===== src/rtl/lsu_axi_bridge.sv =====
// Bridge from the LSU's level-held load/store requests to a single-outstanding AXI4-Lite master.
// Store data and strobes are lane-aligned on the way out, and load data is right-justified on the way back.
module lsu_axi_bridge #(
    parameter int ADDR_W = 32,
    parameter int DATA_W = 32
) (
    input  logic              clk,
    input  logic              rst_n,
    input  logic [ADDR_W-1:0] lsu_araddr,
    input  logic              lsu_arvalid,
    input  logic [7:0]        lsu_rstrb,
    output logic [DATA_W-1:0] lsu_rdata,
    output logic              lsu_rvalid,
    input  logic [ADDR_W-1:0] lsu_awaddr,
    input  logic              lsu_awvalid,
    input  logic [DATA_W-1:0] lsu_wdata,
    input  logic [7:0]        lsu_wstrb,
    input  logic              lsu_wvalid,
    output logic              lsu_wready,
    output logic              lsu_err,
    output logic [ADDR_W-1:0] araddr,
    output logic              arvalid,
    input  logic              arready,
    input  logic [DATA_W-1:0] rdata,
    input  logic [1:0]        rresp,
    input  logic              rvalid,
    output logic              rready,
    output logic [ADDR_W-1:0] awaddr,
    output logic              awvalid,
    input  logic              awready,
    output logic [DATA_W-1:0] wdata,
    output logic [3:0]        wstrb,
    output logic              wvalid,
    input  logic              wready,
    input  logic [1:0]        bresp,
    input  logic              bvalid,
    output logic              bready
);

    typedef enum logic [2:0] {IDLE, RD_A, RD_D, WR, WR_B, RESP} state_t;

    state_t            state;
    logic [1:0]        offset;
    logic              store_req;
    logic [ADDR_W-1:0] req_addr;
    logic [7:0]        req_size;
    logic              req_fault;
    logic              aw_left;
    logic              w_left;

    // Bytes may sit anywhere; halves need an even address; words need a word-aligned address.
    function automatic logic size_fault(input logic [7:0] size, input logic [1:0] lane);
        case (size)
            8'h01:   size_fault = 1'b0;
            8'h03:   size_fault = lane[0];
            8'h0f:   size_fault = (lane != 2'b00);
            default: size_fault = 1'b1;
        endcase
    endfunction

    assign store_req = lsu_awvalid & lsu_wvalid;
    assign req_addr  = store_req ? lsu_awaddr : lsu_araddr;
    assign req_size  = store_req ? lsu_wstrb : lsu_rstrb;
    assign req_fault = size_fault(req_size, req_addr[1:0]);

    // A write channel is still owed a handshake while its valid is up and the slave is not ready.
    assign aw_left = awvalid & ~awready;
    assign w_left  = wvalid & ~wready;

    always_ff @(posedge clk or negedge rst_n) begin
        if (!rst_n) begin
            state      <= IDLE;
            offset     <= 2'b00;
            lsu_rdata  <= '0;
            lsu_rvalid <= 1'b0;
            lsu_wready <= 1'b0;
            lsu_err    <= 1'b0;
            araddr     <= '0;
            arvalid    <= 1'b0;
            rready     <= 1'b0;
            awaddr     <= '0;
            awvalid    <= 1'b0;
            wdata      <= '0;
            wstrb      <= 4'h0;
            wvalid     <= 1'b0;
            bready     <= 1'b0;
        end else begin
            case (state)
                IDLE: begin
                    if (store_req || lsu_arvalid) begin
                        offset <= req_addr[1:0];
                        if (req_fault) begin
                            lsu_err    <= 1'b1;
                            lsu_wready <= store_req;
                            lsu_rvalid <= ~store_req;
                            if (!store_req) begin
                                lsu_rdata <= '0;
                            end
                            state <= RESP;
                        end else if (store_req) begin
                            awaddr  <= {req_addr[ADDR_W-1:2], 2'b00};
                            wdata   <= lsu_wdata << {req_addr[1:0], 3'b000};
                            wstrb   <= lsu_wstrb[3:0] << req_addr[1:0];
                            awvalid <= 1'b1;
                            wvalid  <= 1'b1;
                            state   <= WR;
                        end else begin
                            araddr  <= {req_addr[ADDR_W-1:2], 2'b00};
                            arvalid <= 1'b1;
                            state   <= RD_A;
                        end
                    end
                end
                RD_A: begin
                    if (arready) begin
                        arvalid <= 1'b0;
                        rready  <= 1'b1;
                        state   <= RD_D;
                    end
                end
                RD_D: begin
                    if (rvalid) begin
                        rready     <= 1'b0;
                        lsu_rdata  <= rdata >> {offset, 3'b000};
                        lsu_err    <= (rresp != 2'b00);
                        lsu_rvalid <= 1'b1;
                        state      <= RESP;
                    end
                end
                WR: begin
                    if (awready) begin
                        awvalid <= 1'b0;
                    end
                    if (wready) begin
                        wvalid <= 1'b0;
                    end
                    if (!aw_left && !w_left) begin
                        bready <= 1'b1;
                        state  <= WR_B;
                    end
                end
                WR_B: begin
                    if (bvalid) begin
                        bready     <= 1'b0;
                        lsu_err    <= (bresp != 2'b00);
                        lsu_wready <= 1'b1;
                        state      <= RESP;
                    end
                end
                RESP: begin
                    lsu_rvalid <= 1'b0;
                    lsu_wready <= 1'b0;
                    lsu_err    <= 1'b0;
                    state      <= IDLE;
                end
                default: state <= IDLE;
            endcase
        end
    end

endmodule


===== config.mk =====
export PLATFORM = sky130hd
export DESIGN_NAME = lsu_axi_bridge
export DESIGN_NICKNAME = d
export VERILOG_FILES = /design/src/rtl/lsu_axi_bridge.sv
export SDC_FILE = /design/constraint.sdc
export NUM_CORES = 1
export LEC_CHECK = 0
export ABC_AREA = 1
export BUFFER_PORTS_ARGS = -buffer_cell sky130_fd_sc_hd__buf_2
export CAP_MARGIN = 15
export CORE_MARGIN = 2
export CORE_UTILIZATION = 44
export DETAILED_ROUTE_END_ITERATION = 8
export PLACE_DENSITY = 0.77
export SLEW_MARGIN = 20
export SYNTH_ARGS = -nofsm -noshare
export SYNTH_HDL_FRONTEND = slang
export SYNTH_SLANG_ARGS = --single-unit

===== constraint.sdc =====
create_clock -name clk -period 1.8 [get_ports clk]
set_input_delay 0.36 -clock clk [delete_from_list [all_inputs] [get_ports clk]]
set_output_delay 0.36 -clock clk [all_outputs]
set_load 0.02 [all_outputs]

==> metrics <==
Setup TNS Final=0 ns; RR Endpoint=araddr[27]$_DFFE_PN0P_; WP data arrival=approximately 2 ns; register area share after synthesis=49.83%; total clock sinks=approximately 140; Max-Cap Viols=0; crit path capture=araddr[27]$_DFFE_PN0P_; crit path from=state[2]$_DFFE_PN0P_; die area=around 17000 µm²; reg2reg start=state[2]$_DFFE_PN0P_; first-pass GRT wire length=32620 µm; Synth Cell Area=a little over 7000 µm²; CTS tree=done; syn_area_per_cell=between 8 and 9 µm²; Tightest Hold Check Type=in2reg; Syn. warnings=0; Critical Path, Cell by Cell=nor2_4, inv_2, nor2_4, inv_2, nor2_4, nand4_4, clkbuf_16, nand2_1, o21ai_1; final hold vios=0; M3 GR Usage=5.904%; Starting Density=44.74%; placed cell area=approximately 9000 µm²; DR WL/cell=15.44 µm; initial DRC count=between 400 and 500; peak supply drop=between 0.5 and 0.6 mV; max_slew headroom=65.54%; TritonCTS Buffers=17; clk_skew=around 0.0073 ns; grt ovf=0; Reg2Reg Depth=9; Post-synth EDFFs=0; Final Max Tran Viols=0; final worst slack=~0.078 ns; Max Freq=~0.58 GHz; drt first pass iters=5; floorplan core area=between 15000 and 20000 µm²; routed vias=slightly above 7000; CP max stage cell=dfrtp_1; Final GP Congestion=between 0.9 and 1; HPWL Detailed=~16000 µm; worst reg2reg setup slack=around 0.078 ns; DIE HEIGHT=~130 µm; layout net count=about 1400; Leak Pwr=0.005427 µW; initial antenna violation count=5; CP Capture Type=flip-flop; asr flop ratio synth=100.0%; Worst-path clk slew=approximately 0.060 ns; post-route cell area=9829 µm²; vias per cell=5.039; Gate Count Post-Synth=882; Root Buffer=clkbuf_16; largest net degree at the start of global routing=61; Critical Path Fanout Max=8; Top Usage Layer GRT=met2; CP Class=reg2reg; Worst path top cell family by delay=simple AND/OR/NAND/NOR gates; CP startpoint kind=flip-flop; share of layout cells above drive strength 1=33.61%; H-tree levels=4; Post-DRT Antenna Nets=0; Crit path required time=~2.1 ns; DP Worst Slack=-0.1968 ns; clk buf depth=2; Ports=298; Seq cells post-synth=about 140; WL final=approximately 22000 µm; outcome=completed; standard-cell row count=46; Most common cell on crit path=nor2_4; GRT met2 Usage=about two fifths; ys flop type=dfrtp_1; # port buffers=293; Slew @ Worst Pin=0.5163 ns; clk_lat worst skew=around 0.41 ns; DR DRC count=0; endpoints failing setup=0; fin crit share=95.66%; Die Width=130.9 µm; met1 usage=roughly 30%; Area Growth Syn to Fin=38.82%; sum of buffers and inverters on the critical path=3; PD cells=about 1200 nW/µm²; Worst path depth=9; post-synth cell types=32; overall routing resource usage=24.67%; via count of the first global-routing pass=6549; Period minus WS final=around 1.7 ns; CP max stage delay=~0.4 ns
-- through the flow --
stage | instances | utilization [%] | power [µW] | hold slack [ns]
finish | 1428 | 62.10 | 11570 | 0.2221
CTS | 1416 | 61.06 | 11530 | 0.2053
detailed placement | 1383 | 56.85 | 7567 | 0.3296
floorplan | 885 | - | 6245 | 0.06441
global route | 1428 | 62.10 | 12250 | 0.2288
global placement | 1383 | 56.85 | 7496 | 0.3207
-- how the worst min path moves through the flow --
stage | start | to | slack (ns) | depth (start not counted)
after CTS | lsu_wdata[3] | wdata[3]$_DFFE_PN0P_ | 0.21 | 3
final | lsu_wdata[3] | wdata[3]$_DFFE_PN0P_ | 0.22 | 3
after global placement | rst_n | awaddr[3]$_DFFE_PN0P_ | 0.32 | 1
after global routing | lsu_wdata[7] | wdata[7]$_DFFE_PN0P_ | 0.23 | 3
after floorplan | rst_n | araddr[10]$_DFFE_PN0P_ | 0.06 | 0
after detailed placement | rst_n | awaddr[3]$_DFFE_PN0P_ | 0.33 | 1
-- cell usage in the layout, fill, tap and decap left out, drive strengths merged, types with 2 or more instances in the layout --
| master | instances |
|---|---|
| a21oi | 10 |
| buf | 345 |
| bufinv | 5 |
| clkbuf | 20 |
| clkinv | 6 |
| conb | 4 |
| dfrtp | 141 |
| diode | 4 |
| inv | 71 |
| mux2i | 30 |
| nand2 | 258 |
| nand3 | 26 |
| nand4 | 4 |
| nor2 | 41 |
| nor3 | 2 |
| o211ai | 9 |
| o21ai | 217 |
| o22ai | 3 |
| or2 | 10 |
-- logic make-up after synthesis --
logic type,synth area share [%]
AO/OA/AOI/OAI,17.83
flip-flops,49.83
AND/OR/NAND/NOR,19.86
multiplexers,4.241
buffers and inverters,8.181
other,0.05296
-- layout make-up --
type | instances | area, µm²
clock buffer | 17 | 425.4
antenna | 4 | 10.01
fill | 1405 | 5998
multi-input combinational | 619 | 3014
inverter | 67 | 251.5
timing repair buffer | 349 | 2097
sequential | 141 | 3530
clock inverter | 15 | 231.5
tap | 216 | 270.3
-- synthesized netlist by cell type (2+ instances only) --
master / instances / area [µm²]
nand2_1: 255 / 957.2
dfrtp_1: 141 / 3528
o21ai_0: 130 / 650.6
o21ai_1: 87 / 435.4
inv_1: 64 / 240.2
nor2_1: 39 / 146.4
clkbuf_1: 37 / 138.9
mux2i_1: 30 / 300.3
nand3_1: 25 / 125.1
buf_6: 11 / 123.9
a21oi_1: 10 / 50.05
or2_2: 10 / 62.56
o211ai_1: 9 / 67.56
buf_4: 6 / 45.04
buf_2: 3 / 15.01
nand2_2: 3 / 18.77
o22ai_1: 3 / 18.77
clkinv_1: 2 / 7.510
nand4_1: 2 / 12.51
nor2_4: 2 / 22.52
nor3_1: 2 / 10.01
-- repair_timing --
action,CTS,global route
buffers inserted,0,2
resized for setup,0,13
hold buffers,1,0
endpoints found under the hold margin,38,0
setup endpoints to repair,0,65
-- where the power goes --
part           internal, µW  switching (µW)  leakage (µW)
combinational          1370            2380       0.00316
clock                  2490            1450      0.000326
sequential             3620             277       0.00194
total                  7470            4100       0.00543
-- state kept, by name (all words and copies together) (netlist names), 2 cells and up --
| name | flops |
|---|---|
| wstrb | 4 |
| lsu_rdata | 32 |
| offset | 2 |
| wdata | 32 |
| state | 3 |
| araddr | 30 |
| awaddr | 30 |
-- worst register-to-register path, delay by kind of cell, from the launching register on --
kind | cells | cell delay [ns]
AOI/OAI and AO/OA | 1 | 0.07
DFF | 1 | 0.41
and+or+nand+nor | 5 | 0.71
buffers and inverters | 3 | 0.42
-- layer usage --
metal,vias up,wire (µm)
met5,-,13
met4,2,753
met3,50,1701
met2,339,10880
met1,3282,8703
li1,3522,-
(Power assumes the default switching activity.)
